<file path="src/rtl/vga_scan_driver_if.sv">
// Pixel-side and pin-side signals of the raster scan driver.
// master = scan driver, slave = sprite logic / VGA connector side.
interface vga_scan_driver_if;
  logic [23:0] color_in;
  logic [9:0]  x_pixel;
  logic [9:0]  y_pixel;
  logic        active;
  logic        pixel_tick;
  logic        frame_start;
  logic [7:0]  vga_r;
  logic [7:0]  vga_g;
  logic [7:0]  vga_b;
  logic        vga_hs;
  logic        vga_vs;
  logic        vga_blank_n;

  modport master (
    input  color_in,
    output x_pixel, y_pixel, active, pixel_tick, frame_start,
    output vga_r, vga_g, vga_b, vga_hs, vga_vs, vga_blank_n
  );

  modport slave (
    output color_in,
    input  x_pixel, y_pixel, active, pixel_tick, frame_start,
    input  vga_r, vga_g, vga_b, vga_hs, vga_vs, vga_blank_n
  );
endinterface

</file>
<file path="src/rtl/vga_scan_driver.sv">
// VGA raster scan: pixel divider, h/v counters, one-pixel-latency DAC/sync stage.
// Define VGA_TEST_PATTERN_EN to replace color_in with eight 80-px colour bars.
module vga_scan_driver #(
  parameter int CLK_DIV   = 2,
  parameter int H_VISIBLE = 640,
  parameter int H_FRONT   = 16,
  parameter int H_SYNC    = 96,
  parameter int H_BACK    = 48,
  parameter int V_VISIBLE = 480,
  parameter int V_FRONT   = 10,
  parameter int V_SYNC    = 2,
  parameter int V_BACK    = 33
) (
  input  logic              clk,
  input  logic              rst,
  vga_scan_driver_if.master bus
);

  localparam int H_TOTAL = H_VISIBLE + H_FRONT + H_SYNC + H_BACK;
  localparam int V_TOTAL = V_VISIBLE + V_FRONT + V_SYNC + V_BACK;
  localparam int DIV_W   = (CLK_DIV > 1) ? $clog2(CLK_DIV) : 1;

  localparam logic [DIV_W-1:0] DIV_LAST = DIV_W'(CLK_DIV - 1);
  localparam logic [9:0] H_LAST   = 10'(H_TOTAL - 1);
  localparam logic [9:0] V_LAST   = 10'(V_TOTAL - 1);
  localparam logic [9:0] H_VIS    = 10'(H_VISIBLE);
  localparam logic [9:0] V_VIS    = 10'(V_VISIBLE);
  localparam logic [9:0] HS_START = 10'(H_VISIBLE + H_FRONT);
  localparam logic [9:0] HS_END   = 10'(H_VISIBLE + H_FRONT + H_SYNC);
  localparam logic [9:0] VS_START = 10'(V_VISIBLE + V_FRONT);
  localparam logic [9:0] VS_END   = 10'(V_VISIBLE + V_FRONT + V_SYNC);

  logic [DIV_W-1:0] div_cnt_q, div_cnt_d;
  logic             pixel_tick_q, pixel_tick_d;
  logic [9:0]       h_cnt_q, h_cnt_d;
  logic [9:0]       v_cnt_q, v_cnt_d;
  logic             frame_start_q, frame_start_d;
  logic [23:0]      rgb_q, rgb_d;
  logic             hs_q, hs_d;
  logic             vs_q, vs_d;
  logic             blank_n_q, blank_n_d;

  logic        active;
  logic        in_hsync;
  logic        in_vsync;
  logic        line_end;
  logic        frame_end;
  logic [23:0] pix_color;

  assign active    = (h_cnt_q < H_VIS) && (v_cnt_q < V_VIS);
  assign in_hsync  = (h_cnt_q >= HS_START) && (h_cnt_q < HS_END);
  assign in_vsync  = (v_cnt_q >= VS_START) && (v_cnt_q < VS_END);
  assign line_end  = (h_cnt_q == H_LAST);
  assign frame_end = line_end && (v_cnt_q == V_LAST);

`ifdef VGA_TEST_PATTERN_EN
  always_comb begin
    pix_color = 24'h000000;
    if      (h_cnt_q < 10'd80)  pix_color = 24'hFFFFFF;
    else if (h_cnt_q < 10'd160) pix_color = 24'hFFFF00;
    else if (h_cnt_q < 10'd240) pix_color = 24'h00FFFF;
    else if (h_cnt_q < 10'd320) pix_color = 24'h00FF00;
    else if (h_cnt_q < 10'd400) pix_color = 24'hFF00FF;
    else if (h_cnt_q < 10'd480) pix_color = 24'hFF0000;
    else if (h_cnt_q < 10'd560) pix_color = 24'h0000FF;
  end
`else
  assign pix_color = bus.color_in;
`endif

  always_comb begin
    div_cnt_d     = (div_cnt_q == DIV_LAST) ? '0 : div_cnt_q + 1'b1;
    pixel_tick_d  = (div_cnt_q == DIV_LAST);
    h_cnt_d       = h_cnt_q;
    v_cnt_d       = v_cnt_q;
    rgb_d         = rgb_q;
    hs_d          = hs_q;
    vs_d          = vs_q;
    blank_n_d     = blank_n_q;
    frame_start_d = pixel_tick_q && frame_end;
    // Output stage samples the pre-increment coordinate, giving one pixel of latency.
    if (pixel_tick_q) begin
      if (line_end) begin
        h_cnt_d = 10'd0;
        v_cnt_d = (v_cnt_q == V_LAST) ? 10'd0 : v_cnt_q + 10'd1;
      end else begin
        h_cnt_d = h_cnt_q + 10'd1;
      end
      rgb_d     = active ? pix_color : 24'h000000;
      hs_d      = !in_hsync;
      vs_d      = !in_vsync;
      blank_n_d = active;
    end
  end

  always_ff @(posedge clk or negedge rst) begin
    if (!rst) begin
      div_cnt_q     <= '0;
      pixel_tick_q  <= 1'b0;
      h_cnt_q       <= 10'd0;
      v_cnt_q       <= 10'd0;
      frame_start_q <= 1'b0;
      rgb_q         <= 24'h000000;
      hs_q          <= 1'b1;
      vs_q          <= 1'b1;
      blank_n_q     <= 1'b0;
    end else begin
      div_cnt_q     <= div_cnt_d;
      pixel_tick_q  <= pixel_tick_d;
      h_cnt_q       <= h_cnt_d;
      v_cnt_q       <= v_cnt_d;
      frame_start_q <= frame_start_d;
      rgb_q         <= rgb_d;
      hs_q          <= hs_d;
      vs_q          <= vs_d;
      blank_n_q     <= blank_n_d;
    end
  end

  assign bus.x_pixel     = h_cnt_q;
  assign bus.y_pixel     = v_cnt_q;
  assign bus.active      = active;
  assign bus.pixel_tick  = pixel_tick_q;
  assign bus.frame_start = frame_start_q;
  assign bus.vga_r       = rgb_q[23:16];
  assign bus.vga_g       = rgb_q[15:8];
  assign bus.vga_b       = rgb_q[7:0];
  assign bus.vga_hs      = hs_q;
  assign bus.vga_vs      = vs_q;
  assign bus.vga_blank_n = blank_n_q;

endmodule

</file>
<file path="src/flat_wrapper.sv">
// flat-port wrapper written by rule: the top's interface ports become plain ports
module vga_scan_driver_flat 
#(
  parameter int CLK_DIV   = 2,
  parameter int H_VISIBLE = 640,
  parameter int H_FRONT   = 16,
  parameter int H_SYNC    = 96,
  parameter int H_BACK    = 48,
  parameter int V_VISIBLE = 480,
  parameter int V_FRONT   = 10,
  parameter int V_SYNC    = 2,
  parameter int V_BACK    = 33
)
  (clk, rst, bus_color_in, bus_x_pixel, bus_y_pixel, bus_active, bus_pixel_tick, bus_frame_start, bus_vga_r, bus_vga_g, bus_vga_b, bus_vga_hs, bus_vga_vs, bus_vga_blank_n);
  vga_scan_driver_if bus_i ();
  input  logic clk;
  input  logic rst;
  input wire logic [$bits(bus_i.color_in)-1:0] bus_color_in;
  output wire logic [$bits(bus_i.x_pixel)-1:0] bus_x_pixel;
  output wire logic [$bits(bus_i.y_pixel)-1:0] bus_y_pixel;
  output wire logic [$bits(bus_i.active)-1:0] bus_active;
  output wire logic [$bits(bus_i.pixel_tick)-1:0] bus_pixel_tick;
  output wire logic [$bits(bus_i.frame_start)-1:0] bus_frame_start;
  output wire logic [$bits(bus_i.vga_r)-1:0] bus_vga_r;
  output wire logic [$bits(bus_i.vga_g)-1:0] bus_vga_g;
  output wire logic [$bits(bus_i.vga_b)-1:0] bus_vga_b;
  output wire logic [$bits(bus_i.vga_hs)-1:0] bus_vga_hs;
  output wire logic [$bits(bus_i.vga_vs)-1:0] bus_vga_vs;
  output wire logic [$bits(bus_i.vga_blank_n)-1:0] bus_vga_blank_n;
  assign bus_i.color_in = bus_color_in;
  assign bus_x_pixel = bus_i.x_pixel;
  assign bus_y_pixel = bus_i.y_pixel;
  assign bus_active = bus_i.active;
  assign bus_pixel_tick = bus_i.pixel_tick;
  assign bus_frame_start = bus_i.frame_start;
  assign bus_vga_r = bus_i.vga_r;
  assign bus_vga_g = bus_i.vga_g;
  assign bus_vga_b = bus_i.vga_b;
  assign bus_vga_hs = bus_i.vga_hs;
  assign bus_vga_vs = bus_i.vga_vs;
  assign bus_vga_blank_n = bus_i.vga_blank_n;
  vga_scan_driver #(.CLK_DIV(CLK_DIV), .H_VISIBLE(H_VISIBLE), .H_FRONT(H_FRONT), .H_SYNC(H_SYNC), .H_BACK(H_BACK), .V_VISIBLE(V_VISIBLE), .V_FRONT(V_FRONT), .V_SYNC(V_SYNC), .V_BACK(V_BACK)) u_core (.clk(clk), .rst(rst), .bus(bus_i));
endmodule
</file>
<file path="config.mk">
export PLATFORM = sky130hd
export DESIGN_NAME = vga_scan_driver_flat
export DESIGN_NICKNAME = d
export VERILOG_FILES = /design/src/rtl/vga_scan_driver_if.sv /design/src/rtl/vga_scan_driver.sv /design/src/flat_wrapper.sv
export SDC_FILE = /design/constraint.sdc
export NUM_CORES = 1
export LEC_CHECK = 0
export BUFFER_PORTS_ARGS = -buffer_cell sky130_fd_sc_hd__buf_2
export CAP_MARGIN = 25
export CORE_MARGIN = 10
export CORE_UTILIZATION = 50
export DETAILED_ROUTE_END_ITERATION = 6
export GPL_TIMING_DRIVEN = 0
export PLACE_DENSITY = 0.84
export SKIP_CTS_REPAIR_TIMING = 1
export SYNTH_ARGS = -nofsm -noshare
export SYNTH_HDL_FRONTEND = slang
export SYNTH_SLANG_ARGS = --single-unit
</file>
<file path="constraint.sdc">
create_clock -name clk -period 2.35 [get_ports clk]
set_input_delay 0.3525 -clock clk [delete_from_list [all_inputs] [get_ports clk]]
set_output_delay 0.3525 -clock clk [all_outputs]
set_load 0.005 [all_outputs]
</file>
* Yosys cells after proc, flatten, opt, wreduce, memory -nomap -nowiden *
Cells that the tools add are included.

cells by class
  $add $sub $neg = 3
  multiply operators = 0
  divide/modulo/power cells = 0
  order comparisons = 6
  eq/ne operators = 2
  shift-type cells = 0
  multiplexer cells = 4
  bitwise operators = 0
  reductions and logical operators = 8

operators with widths
  cell                     count
  $mux W24                 1
  $add A10 B1 Y10 const B  2
  $eq A10 B10 Y1 const B   2
  $lt A10 B10 Y1 const B   2
  $lt A10 B9 Y1 const B    2
  $mux W10                 2
  $ge A10 B10 Y1 const B   1
  $ge A10 B9 Y1 const B    1
  $logic_and A1 B1 Y1      5
  $logic_not A1 Y1         2
  $reduce_and A2 Y1        1
  $add A1 B1 Y1 const B    1
  $mux W1                  1

word-level totals
  bits in registers = 50
  bits in latches = 0
  memory bits (writable) = 0
  ROM bits = 0
  bits of input ports = 26
  output and inout port bits = 50
  word-level logic and storage cells = 32
  memories = 0

* Depth between registers and ports, before layout *
  word-level depth = 3
  mapped depth = 7
  depth with buffers taken out = 6

* Worst setup path after synthesis *
Ideal clock, no wire load.

  kind = register to register
  start point = register u_core.v_cnt_q[0], in the netlist u_core.bus.y_pixel[0]
  end point = register u_core.v_cnt_q[9], in the netlist u_core.bus.y_pixel[9]
  library setup time = 0.121 ns
  arrival time = 1.842 ns
  data required time = 2.229 ns
  slack = 0.388 ns
  stages on the path, launching flop included = 8
  buffers on the path = 1
  clock period less this slack = 1.962 ns
  path through = dfrtp_1 -> inv_1 -> ha_1 -> or4b_1 -> or4_1 -> buf_2 -> a21oi_2 -> o21ai_1

between the ends
  word-level cells in the longest chain between the ends = 2
  elaborated cells between the ends (all ways) = 3
  classes of those cells = add/sub (1); eq/ne (1); mux (1)

RTL lines
  what                                                      RTL line                RTL
  from (decl)                                               vga_scan_driver.sv:36   logic [9:0] v_cnt_q, v_cnt_d;
  from (signal assigned)                                    vga_scan_driver.sv:111  v_cnt_q <= v_cnt_d;
  $add A10 B1 Y10 / $eq A10 B10 Y1 (equally long branches)  vga_scan_driver.sv:85   v_cnt_d = (v_cnt_q == V_LAST) ? 10'd0 : v_cnt_q + 10'd1;
  $mux W10 *                                                vga_scan_driver.sv:85

Every way passes the cells marked *; elsewhere a longest branch is shown, timed or not.
A chain may end at the register's enable or synchronous reset.

* Worst setup path in the final report *
  start point = register u_core.h_cnt_q[1], in the netlist u_core.bus.x_pixel[1]
  end point = register u_core.v_cnt_q[8], in the netlist u_core.bus.y_pixel[8]

between the ends
  word-level cells in the longest chain between the ends = 2

RTL lines
  what                                RTL line                RTL
  from (decl)                         vga_scan_driver.sv:35   logic [9:0] h_cnt_q, h_cnt_d;
  from (signal assigned)              vga_scan_driver.sv:110  h_cnt_q <= h_cnt_d;
  $eq A10 B10 Y1                      vga_scan_driver.sv:53   assign line_end = (h_cnt_q == H_LAST);
  $reduce_and A2 Y1 (no source line)  -

No other way between the ends.

==> flow_metrics.tcl <==
set metrics [dict create \
    outcome "complete, no violations" \
    fin_skew_ns 0.008947 \
    drc_errors 0 \
    critPathRequiredTime_ns 2.54 \
    rsz0062_at_grt "false" \
    gp_congestion 0.7769 \
    ir_drop_mv 0.3259 \
    internal-power_mw 1.129 \
    layout_min_cycle_time_ns 2.106 \
    place_ws_ns 0.2727 \
    synth_compound_area_frac 0.1096 \
    dr.first_iter.drc_count 114 \
    wl_per_cell_um 15.29 \
    setup_viol_count_final 0 \
    synth_top_family_by_area "simple AND/OR/NAND/NOR gates" \
    cts_inserted_buffers 5 \
    clk_latency_ns 0.31 \
    grt-ovfl-total 0 \
    initial_core_util 0.5167 \
    vias 1923 \
    crit_slowest_cell "nor3_1" \
    fin_nets 345 \
    synthFlopType "dfrtp_1" \
    synthMuxAreaShare 0.01446 \
    power_density_nw_per_um2 523.4 \
    tritoncts "done" \
    combinationalPowerShare 0.061 \
    port_buffers 75 \
    tns_ns 0 \
    ys_types 37 \
    gr-usage-all-layers 0.1449 \
    synth_edf_count 0 \
    drive_gt1_frac 0.3016 \
    antenna_found_initial 0 \
    ys_seq_elements 50 \
    grt_pass1_vias 1896 \
    clockRootBuffer "clkbuf_8" \
    syn_area_per_cell_um2 9.739 \
    dp_hpwl_mm 4.293 \
    cap_violations 0 \
    path_clk_slew_ns 0.09 \
    relSlewSlack 0.6565 \
    drtAntennaViolNets 0 \
    final-hold-violation-count 0 \
    cts_sinks 50 \
    setup_ws_ns 0.2440 \
    core-area_um2 4354 \
    boundaryPins 76 \
    synth-xor-area-share 0.03893 \
    yosysWarnings 0 \
    p_sw_frac 0.2311 \
    drt_first_pass_iters 4 \
    n_fill_cell 373 \
    min_path_type "in -> reg" \
    cts_max_path_buffers 2 \
    crit_path_end_kind "flop" \
    synthToLayoutAreaGrowth_pct 24.64 \
    whs_ns 0.2714 \
    die_w_um 87.08 \
    htree_levels 2 \
    synthCells 231 \
    grt_max_degree 38 \
    p_switching_mw 0.3392 \
    p_leak_nw 1.408 \
    drv_slew 0 \
    r2r_cells 6 \
    ys_seq_area_frac 0.5573 \
    grt_first_pass_wirelength_mm 8.852 \
    synthSimpleGateAreaFrac 0.1758 \
    synth_area_um2 2250 \
    synth_adder_area_share 0.02225 \
    worstMarginPinSlew_ns 0.5112 \
    cp_max_fo 10 \
    die_h_um 87.08 \
    clkPwrFrac 0.333 \
    crit_chain "ha_1 -> nand4bb_1 -> nor3_1 -> clkbuf_1 -> nand4_1 -> xnor2_1" \
    seqPwrFrac 0.607 \
    synthesis.nets 261 \
    fmax_ghz 0.4748 \
    avgViaCountPerCell 5.240 \
    critical_path_class "reg -> reg" \
    drt-total-wl_mm 5.610 \
    rows 24 \
    cpPeakStageDelay_ns 0.44 \
    die-area_um2 7582 \
    whs_path_depth 3 \
    start_kind "flop" \
    async_flop_share 1.000 \
    worstPathArrival_ns 2.30 \
    fin_crit_sh 0.8962 \
    antenna_cells 0 \
]
==> cell families after synthesis <==
| kind of cell | after synthesis |
|---|---|
| adder cells (fa/ha/maj) | 4 |
| AND/OR/NAND/NOR | 77 |
| AO/OA/AOI/OAI | 40 |
| multiplexers | 3 |
| buffers and inverters | 47 |
| XOR/XNOR | 10 |
| flip-flops | 50 |
==> cell usage after synthesis, drive strengths merged (3+ instances only) <==
cell type	count	share of area
o22ai	24	0.067
o21ai	8	0.018
xnor2	6	0.023
buf	3	0.0078
inv	34	0.057
a21oi	4	0.011
and3	4	0.012
ha	4	0.022
nor3	3	0.0067
nand3	7	0.016
or3	3	0.0083
nand2	32	0.053
clkbuf	10	0.017
nand4	9	0.025
dfrtp	48	0.53
xor2	4	0.016
nor2	8	0.013
==> stage by stage <==
step / total power, mW / util / instances / instance area [um^2]
4_1_cts: 1.477 / 0.6417 / 366 / 2794
3_5_place_dp: 0.9977 / 0.6224 / 359 / 2710
3_3_place_gp: 0.9906 / 0.6178 / 358 / 2690
5_1_grt: 1.527 / 0.6440 / 367 / 2804
6_report: 1.468 / 0.6440 / 367 / 2804
2_1_floorplan: 0.9296 / - / 231 / 2250
==> registers in the layout, summed over array words and instances, names as in the netlist <==
| register | cells |
|---|---|
| u_core.bus.frame_start | 1 |
| u_core.bus.pixel_tick | 1 |
| u_core.bus.vga_blank_n | 1 |
| u_core.bus.vga_hs | 1 |
| u_core.bus.vga_vs | 1 |
| u_core.bus.x_pixel | 10 |
| u_core.bus.y_pixel | 10 |
| u_core.div_cnt_q | 1 |
| u_core.rgb_q | 24 |
==> power by group through the flow <==
stage / Sequential, mW / Clock (mW) / Combinational, mW
after floorplan: 0.910 / 0 / 0.0191
after global placement: 0.906 / 0 / 0.0841
after global routing: 0.893 / 0.534 / 0.0998
final: 0.890 / 0.488 / 0.0889
after CTS: 0.891 / 0.497 / 0.0900
after detailed placement: 0.908 / 0 / 0.0899
==> critical path, delay by kind of cell, from the launching register on <==
| family | cells | cell delay (ns) |
|---|---|---|
| DFF | 1 | 0.39 |
| xor gates and xnor gates | 1 | 0.15 |
| buffers and inverters | 1 | 0.43 |
| and+or+nand+nor | 3 | 0.79 |
| adders and majority gates | 1 | 0.21 |
==> metal layers <==
| layer | track usage | share of wire | vias up | wire length, um |
|---|---|---|---|---|
| met5 | 0 | 0 | - | 0 |
| met4 | 0.08395 | 0.034 | 0 | 191 |
| met3 | 0.04120 | 0.068 | 15 | 380 |
| met2 | 0.2445 | 0.51 | 49 | 2838 |
| met1 | 0.1584 | 0.39 | 905 | 2200 |
| li1 | - | - | 954 | - |
==> cell usage in the layout (no fill, tap or decap), types with 5 or more instances in the layout <==
master    synthesis  routed
nor2_1            8       8
buf_2             2      77
dfrtp_1          48      48
inv_1            34      34
nand4_1           9       9
o22ai_1          24      24
nand2_1          32      32
clkbuf_8          0       5
xnor2_1           6       6
clkbuf_1          9       9
nand3_1           7       7
o21ai_0           5       5
==> worst paths after layout <==
check	start	endpoint	slack [ns]
worst max-delay path	u_core.bus.x_pixel[1]	u_core.bus.y_pixel[8]	0.24
worst min-delay path	bus_color_in[20]	u_core.rgb_q[20]	0.27
worst max register to register	u_core.bus.x_pixel[1]	u_core.bus.y_pixel[8]	0.24
worst min register to register	u_core.div_cnt_q	u_core.bus.pixel_tick	0.39
max in group asynchronous	rst	u_core.bus.vga_hs	1.32
min in group asynchronous	rst	u_core.rgb_q[10]	0.47
==> layout make-up <==
cell class	count	area, um^2	share of cell area
timing repair buffer	77	405.4	0.1446
sequential	50	1254	0.4471
clock inverter	2	15.01	0.005355
multi-input combinational	134	812.0	0.2896
inverter	34	127.6	0.04552
tap	52	65.06	0.02320
clock buffer	5	68.82	0.02454
buffer	13	56.30	0.02008
Power figures use the tool's default switching activity.
